**src/rtl/fb_mem_arbiter.sv**
```systemverilog
// ---------------------------------------------------------------------------
// fb_mem_arbiter
//
// Two-client framebuffer memory arbiter. Client 0 (fill_rect_engine) and
// client 1 (display/readback) issue pixel reads/writes over rts/rtr
// handshakes. The winner is captured in a one-entry issue register that
// drives a single-ported, 1-cycle-latency framebuffer memory. Read data is
// routed back to the client that issued the read.
//
// Optional feature macro:
//   FB_ARB_ROUND_ROBIN_EN  defined   : round-robin on ties (last-granted pointer)
//                          undefined : fixed priority, client 0 wins ties
//
// Ports:
//   clk, rst_                 clock, synchronous active-high reset
//   cX_in_data/addr/wben/op   client X request payload (op: 1 = write, 0 = read)
//   cX_in_rts / cX_out_rtr    client X request handshake (rtr combinational)
//   cX_out_rdata/rvalid       client X read return (rvalid one-cycle pulse)
//   mem_en/addr/wdata/we      memory request (we all-zero for reads)
//   mem_stall                 memory cannot accept the presented request
//   mem_rdata                 memory read data, valid cycle after read accept
// ---------------------------------------------------------------------------
module fb_mem_arbiter #(
    parameter int ADDR_W = 16,
    parameter int DATA_W = 32
) (
    input  logic                clk,
    input  logic                rst_,

    input  logic [DATA_W-1:0]   c0_in_data,
    input  logic [ADDR_W-1:0]   c0_in_addr,
    input  logic [DATA_W/8-1:0] c0_in_wben,
    input  logic                c0_in_op,
    input  logic                c0_in_rts,
    output logic                c0_out_rtr,
    output logic [DATA_W-1:0]   c0_out_rdata,
    output logic                c0_out_rvalid,

    input  logic [DATA_W-1:0]   c1_in_data,
    input  logic [ADDR_W-1:0]   c1_in_addr,
    input  logic [DATA_W/8-1:0] c1_in_wben,
    input  logic                c1_in_op,
    input  logic                c1_in_rts,
    output logic                c1_out_rtr,
    output logic [DATA_W-1:0]   c1_out_rdata,
    output logic                c1_out_rvalid,

    output logic                mem_en,
    output logic [ADDR_W-1:0]   mem_addr,
    output logic [DATA_W-1:0]   mem_wdata,
    output logic [DATA_W/8-1:0] mem_we,
    input  logic                mem_stall,
    input  logic [DATA_W-1:0]   mem_rdata
);

    localparam int BE_W = DATA_W / 8;

    // issue register
    logic              r_valid;
    logic              r_op;
    logic              r_id;
    logic [ADDR_W-1:0] r_addr;
    logic [DATA_W-1:0] r_wdata;
    logic [BE_W-1:0]   r_wben;

    // one-deep read return tag
    logic              r_ret_valid;
    logic              r_ret_id;

    logic w_accept;
    logic w_can_load;
    logic w_gnt0;
    logic w_gnt1;
    logic w_xfer0;
    logic w_xfer1;
    logic w_xfer;
    logic w_rd_accept;

    assign w_accept    = r_valid && !mem_stall;
    assign w_rd_accept = w_accept && !r_op;
    // Empty, or draining this edge: a new request can slot in behind it.
    assign w_can_load  = !r_valid || !mem_stall;

`ifdef FB_ARB_ROUND_ROBIN_EN
    // r_last = id of the client granted on the most recent transfer.
    logic r_last;

    assign w_gnt1 = c1_in_rts && (!c0_in_rts || !r_last);

    always_ff @(posedge clk) begin
        if (rst_) begin
            r_last <= 1'b1;
        end else if (w_xfer) begin
            r_last <= w_xfer1;
        end
    end
`else
    assign w_gnt1 = c1_in_rts && !c0_in_rts;
`endif

    assign w_gnt0 = c0_in_rts && !w_gnt1;

    assign c0_out_rtr = !rst_ && w_can_load && w_gnt0;
    assign c1_out_rtr = !rst_ && w_can_load && w_gnt1;

    assign w_xfer0 = c0_in_rts && c0_out_rtr;
    assign w_xfer1 = c1_in_rts && c1_out_rtr;
    assign w_xfer  = w_xfer0 || w_xfer1;

    always_ff @(posedge clk) begin
        if (rst_) begin
            r_valid     <= 1'b0;
            r_op        <= 1'b0;
            r_id        <= 1'b0;
            r_addr      <= '0;
            r_wdata     <= '0;
            r_wben      <= '0;
            r_ret_valid <= 1'b0;
            r_ret_id    <= 1'b0;
        end else begin
            if (w_xfer) begin
                r_valid <= 1'b1;
                r_id    <= w_xfer1;
                r_op    <= w_xfer1 ? c1_in_op   : c0_in_op;
                r_addr  <= w_xfer1 ? c1_in_addr : c0_in_addr;
                r_wdata <= w_xfer1 ? c1_in_data : c0_in_data;
                r_wben  <= w_xfer1 ? c1_in_wben : c0_in_wben;
            end else if (w_accept) begin
                r_valid <= 1'b0;
            end

            // The tag lives exactly one cycle, matching the memory latency,
            // so back-to-back reads simply overwrite it.
            r_ret_valid <= w_rd_accept;
            if (w_rd_accept) begin
                r_ret_id <= r_id;
            end
        end
    end

    // Outputs are forced low while reset is asserted so an in-flight read
    // return or a stale request never leaks out during the reset cycle.
    assign mem_en    = !rst_ && r_valid;
    assign mem_addr  = rst_ ? '0 : r_addr;
    assign mem_wdata = rst_ ? '0 : r_wdata;
    assign mem_we    = (!rst_ && r_op) ? r_wben : '0;

    assign c0_out_rvalid = !rst_ && r_ret_valid && !r_ret_id;
    assign c1_out_rvalid = !rst_ && r_ret_valid &&  r_ret_id;
    assign c0_out_rdata  = c0_out_rvalid ? mem_rdata : '0;
    assign c1_out_rdata  = c1_out_rvalid ? mem_rdata : '0;

endmodule
```
**config.mk**
```make
export PLATFORM = sky130hd
export DESIGN_NAME = fb_mem_arbiter
export DESIGN_NICKNAME = d
export VERILOG_FILES = /design/src/rtl/fb_mem_arbiter.sv
export SDC_FILE = /design/constraint.sdc
export NUM_CORES = 1
export LEC_CHECK = 0
export CORE_MARGIN = 2
export CORE_UTILIZATION = 33
export CTS_CLUSTER_DIAMETER = 60
export DETAILED_ROUTE_END_ITERATION = 10
export PLACE_DENSITY = 0.84
export SLEW_MARGIN = 30
export SYNTH_ARGS = -nofsm -noshare
export SYNTH_HDL_FRONTEND = slang
export SYNTH_SLANG_ARGS = --single-unit
```
**constraint.sdc**
```tcl
create_clock -name clk -period 1.63 [get_ports clk]
set_clock_uncertainty 0.1 [all_clocks]
set_input_delay 0.326 -clock clk [delete_from_list [all_inputs] [get_ports clk]]
set_output_delay 0.326 -clock clk [all_outputs]
set_load 0.01 [all_outputs]
```
==> impl_metrics.csv, run 1 <==
group,metric,value,unit
route,vias,4297,
place,io_buffer_count,263,
route,first_pass_iters,4,
sta,rsz0062_at_grt,"true",
setup_path,cp.required,1200,ps
sta,tns,-13930,ps
setup_path,endpoint_kind,"output port",
cts,tritoncts,"yes",
floorplan,ios,264,
synth,seq_area_frac_synth,0.3462,
route,vias_per_cell,5.365,
place,preCtsSetupSlack,-524.4,ps
synth,yosysMostFrequentCell,"and2_1",
synth,syn-num-nets,487,
grt,grt_max_degree,54,
grt,grt_pass1_wl,22730,microns
route,antenna_left,0,
place,dp_cells,770,
sta,hold_viol,0,
grt,grt_pass1_vias,4515,
run_status,failed_checks,"setup timing",
synth,yosysTopAreaCellShare,0.3462,
synth,synthTopCellsByCount,"and2_1, dfxtp_1, nor2b_1",
synth,netlist_top_cells_area,"dfxtp_1, o221a_2, o32a_1",
cts,cts_root_buf,"clkbuf_8",
place,placed_area,0.006530,sq mm
finish,final-instance-count-excl-fill,801,
synth,synth_largest_area_cell,"dfxtp_1",
grt,antenna_found_initial,1,
grt,grt_usage,0.2618,
floorplan,die_x,103.9,microns
sta,post-route-period-util,1.159,
run_status,status,"finished, violations left",
synth,ys_async_sr_fraction,0,
sta,setup_slack,-259.7,ps
route,drt_iter0_drc,144,
sta,finalMaxSlewViolations,0,
sta,whs,389.1,ps
cts,cts.sinks,57,
route,wl,15570,microns
cts,htreeDepth,3,
power_and_ir_drop,p_per_area,612.9,mW/mm^2
finish,drive_gt1_frac,0.4873,
synth,yosys.cell_types.count,25,
sta,slew_headroom,0.6254,
place,gp_congestion,0.9176,
setup_path,crit_fanout,8,
synth,syn_inst,344,
synth,synth_edf_count,0,
cts,path_clk_slew,60,ps
sta,setup_viol,66,
grt,gr-total-overflow,0,
floorplan,die_area,0.01080,sq mm
floorplan,core_area,0.009729,sq mm
cts,clk_path_buf_depth,2,
place,place_hpwl,10330,microns
synth,synth_area,0.003296,sq mm
sta,fin_crit,1890,ps
cts,clk_latency,330,ps
synth,yosysWarningCount,0,
finish,fin_nets,805,
setup_path,crit_arrival,1460,ps
job,maxCapViolations,0,
min_path,hold_path_class,"input pin to flip-flop",
finish,stdcell_area,0.007188,sq mm
route,wl_per_cell,19.44,microns
cts,cts-buffers-inserted,9,
setup_path,worst-setup-path-type,"flip-flop to output port",
sta,worst_pin_slew,561.9,ps
synth,avgSynthCellArea,9.580,sq um
finish,area.growth.synth_to_final,118.1,%
route,drc,0,
synth,synth_seq_cells,57,
setup_path,start_kind,"flip-flop",
synth,synthFlopType,"dfxtp_1",
power_and_ir_drop,ir_drop,0.3879,mV
floorplan,rows,36,
floorplan,start_util,0.3387,
floorplan,fp.dieH,103.9,microns
power_and_ir_drop,p_leak,3.147,nW
sta,max_freq,0.5292,GHz
[layer usage]
layer  GRT usage  vias to the layer above  wire length [microns]
met1      0.2525                     2071                   5392
met3     0.06767                       49                   1013
met5           0                        -                      0
li1            -                     1963                      -
met4      0.1178                        0                    599
met2      0.5146                      214                   8566
[cell type report]
class	count	area [sq um]
diodes	1	2.502
clock buffers	9	123.9
clock inverters	7	71.32
fillers	698	2541
inverters	2	7.507
multi-input cells	246	2242
flip-flops and latches	57	1146
well taps	133	166.4
repair buffers	346	3428
[cells in the final DEF, fill, tap and decap left out, types with 8 or more instances in the layout]
master | synthesis | final
and2_1 | 68 | 17
and2_4 | 0 | 51
buf_12 | 0 | 8
buf_2 | 16 | 24
buf_4 | 1 | 60
buf_6 | 1 | 58
clkbuf_8 | 0 | 9
clkdlybuf4s50_1 | 0 | 139
dfxtp_1 | 57 | 53
dlygate4sd2_1 | 0 | 34
nor2b_1 | 50 | 19
nor2b_2 | 0 | 23
nor2b_4 | 0 | 8
o221a_2 | 48 | 48
o32a_1 | 49 | 49
[per-stage QoR]
step | power (mW) | utilization
floorplan | 2.207 | -
global placement | 3.036 | 0.6712
detailed placement | 3.082 | 0.6712
CTS | 4.373 | 0.6861
global route | 4.603 | 0.7388
finish | 4.406 | 0.7388
[cell families (layout without fill, tap and decap cells)]
logic type | after synthesis | count (layout) | share of synthesized area
mux | 1 | 1 | 0.003037
simple gates | 131 | 131 | 0.2475
flops | 57 | 57 | 0.3462
compound gates | 114 | 114 | 0.3470
buf+inv | 41 | 364 | 0.05619
other cells | 0 | 1 | 0
[registers in the layout, summed over array words and instances (netlist names)]
name / cells
r_wdata: 32
r_addr: 16
r_wben: 4
r_id: 1
r_op: 1
r_ret_id: 1
r_ret_valid: 1
r_valid: 1
[critical path: stages (launching register included)]
cell and delay, ps:
dfxtp_2 340, and3b_2 250, buf_12 140, clkbuf_16 150, and2_4 140, buf_6 120
[final timing paths]
check        depth (start not counted)  slack (ps)              end       from
max reg2reg                          5          90             r_op    r_valid
min reg2reg                          2         410      r_ret_valid       r_op
max                                  5        -260  c1_out_rdata[1]   r_ret_id
min                                  3         390      r_ret_valid  mem_stall
[report_power, final]
group	switching, mW	internal, mW
Clock	0.586	0.701
Sequential	0.0453	1.56
Combinational	0.565	0.952
Total	1.20	3.21
[timing repair]
item	4_1_cts	5_1_grt
setup buffers	6	2
setup endpoints to repair	170	127
hold buffers	0	0
pin swaps	12	34
gates cloned	4	4
resized for setup	418	121
(Power assumes the default switching activity.)
==> run 2: changes to the inputs <==
Settings changed: REMOVE_ABC_BUFFERS set to 1.
==> run 2 against run 1 <==
Compared with the run above: the flow still finishes with violations (setup timing); register-to-register slack got worse by 20 ps; sequential power hardly changed; global-route usage rose by 0.58 points; flip-flop and latch count did not move; sequential share of layout area down 0.25 points; utilization is 1.2 points higher; clock-buffer cell count rose by 2; first-iteration DRC count grew 30%; critical path depth unchanged; critical path type unchanged.
==> impl_metrics.csv, run 2 (synthesis results as in run 1) <==
group,metric,value,unit
run_status,status,"finished, violations left",
run_status,failed_checks,"setup timing",
sta,fin_crit,1882,ps
setup_path,crit_buf_inv,3,
setup_path,start_kind,"flip-flop",
grt,grt_max_degree,50,
finish,fin_nets,811,
finish,most-common-layout-cells,"clkdlybuf4s50_1, buf_6, buf_4, dfxtp_1, o32a_1",
floorplan,rows,36,
sta,setup_viol,67,
setup_path,cpMostUsedCell,"buf_6",
cts,cts.sinks,57,
cts,path_clk_slew,70,ps
cts,clk_latency,320,ps
setup_path,worst-setup-path-type,"flip-flop to output port",
setup_path,cp_top_family,"simple AND/OR/NAND/NOR gates",
floorplan,fp.dieH,103.9,microns
setup_path,critical_path_depth,5,
finish,num-fill-cells,660,
finish,antenna-diode-count,0,
floorplan,die_area,0.01080,sq mm
floorplan,die_x,103.9,microns
grt,grt_pass1_wl,23230,microns
floorplan,ios,264,
cts,clk_path_buf_depth,2,
finish,top_regs,"r_wdata x32, r_addr x16, r_wben x4",
route,drc,0,
finish,seq_area,0.001146,sq mm
power_and_ir_drop,p_per_area,618.0,mW/mm^2
cts,cts_hold_buf,0,
place,placed_area,0.006505,sq mm
grt,gr-total-overflow,0,
route,wl,15780,microns
place,gp_congestion,0.8380,
route,vias_per_cell,5.341,
setup_path,cp.required,1200,ps
sta,slew_headroom,0.6391,
grt,grt_pass1_vias,4562,
finish,multi_input_area,0.002295,sq mm
setup_path,endpoint_kind,"output port",
min_path,hold_path_class,"input pin to flip-flop",
job,maxCapViolations,0,
sta,tns,-13680,ps
cts,cts_root_buf,"clkbuf_8",
min_path,hold_end,"r_wben[0]",
sta,rsz0062_at_grt,"true",
cts,htreeDepth,3,
grt,grt_use_met1,0.2756,
place,place_hpwl,10060,microns
grt,grt_usage,0.2676,
setup_path,cp-startpoint,"r_ret_id",
min_path,min-delay-start,"rst_",
finish,drive_gt1_frac,0.5037,
place,io_buffer_count,263,
setup_path,path_cells,"and3b_2, buf_6, buf_16, and2_4, buf_6",
route,wl_per_cell,19.58,microns
finish,area.growth.synth_to_final,121.5,%
finish,stdcell_area,0.007301,sq mm
route,first_pass_iters,6,
grt,grtUsageMet2,0.5094,
power_and_ir_drop,ir_drop,0.4390,mV
finish,layout_commonest_cell,"clkdlybuf4s50_1",
sta,finalMaxSlewViolations,0,
floorplan,core_area,0.009729,sq mm
setup_path,crit_fanout,8,
setup_path,r2r-start,"r_valid",
grt,grtUsageMet3,0.06203,
cts,tritoncts,"yes",
sta,worst_pin_slew,541.3,ps
setup_path,slowest_delay,340,ps
setup_path,reg2regPathDepth,5,
sta,post-route-period-util,1.155,
setup_path,rrSetupSlack,70,ps
finish,largest-register,"r_wdata",
route,antenna_left,0,
cts,cts-buffers-inserted,9,
route,drt_iter0_drc,187,
floorplan,start_util,0.3387,
setup_path,crit_arrival,1460,ps
setup_path,cp_slowest_cell,"dfxtp_2",
sta,max_freq,0.5314,GHz
route,vias,4305,
grt,gr-max-usage-layer,"met2",
min_path,holdPathStages,3,
setup_path,r2r_end,"r_addr[12]",
grt,antenna_found_initial,0,
sta,hold_viol,0,
finish,largest_reg_flops,32,
power_and_ir_drop,p_leak,3.242,nW
sta,setup_slack,-251.9,ps
run 2: changes by cell type in the layout (fill, tap and decap cells not counted), sizes merged:
cell,before,now
diode,1,0
clkdlybuf4s50,139,138
dlygate4sd2,34,27
bufbuf,0,1
clkbuf,16,15
clkinvlp,3,2
clkinv,3,2
buf,154,181
clkdlybuf4s15,12,1
run 2: area by class of cell:
class / count / share of cell area
timing repair buffer: 352 / 0.4780
clock inverter: 5 / 0.007541
tap: 133 / 0.02279
sequential: 57 / 0.1570
inverter: 2 / 0.001028
multi-input combinational: 246 / 0.3143
clock buffer: 11 / 0.01937
run 2: how the worst max path moves through the flow:
stage | to | slack (ps)
3_5_place_dp | c1_out_rtr | -570
4_1_cts | c1_out_rdata[18] | -260
6_report | c1_out_rdata[19] | -250
5_1_grt | c1_out_rdata[17] | -290
3_3_place_gp | c1_out_rtr | -550
2_1_floorplan | r_wdata[31] | -1680
run 2: metrics by stage:
| stage | hold WS, ps | total power, mW | setup slack, ps | util | std cells |
|---|---|---|---|---|---|
| floorplan | 295.1 | 2.160 | -1681 | - | 305 |
| global placement | 368.7 | 3.033 | -548.2 | 0.6686 | 765 |
| detailed placement | 378.4 | 3.072 | -572.0 | 0.6686 | 765 |
| CTS | 352.0 | 4.461 | -255.1 | 0.7100 | 799 |
| global route | 402.1 | 4.702 | -291.6 | 0.7504 | 806 |
| finish | 388.6 | 4.512 | -251.9 | 0.7504 | 806 |
run 2: worst min-delay path: cells and delay by family:
family | cells | cell delay [ps]
AOI/OAI and AO/OA | 1 | 60
buffers and inverters | 2 | 370
run 2: layer usage:
metal,vias to the layer above,share of wire
li1,1982,-
met1,2081,0.38
met2,202,0.54
met3,40,0.056
met4,0,0.032
met5,-,0
run 2: power by group:
group,total [mW],internal (mW),switching (mW)
registers,1.60,1.56,0.0464
logic,1.59,0.999,0.593
clock network,1.32,0.742,0.573
run 2: timing repair:
action                     in CTS  in global routing
hold endpoints to repair        0                  0
setup buffers                  10                  7
setup endpoints to repair     170                102
gates resized for setup       517                 97
pin swaps                      23                 20
gates cloned                    9                  4
==> run 3: changes to the inputs <==
Settings changed: HOLD_SLACK_MARGIN set to 0.1.
==> results of run 3 <==
Final layout, timing and power as in run 2 (identical DEF).
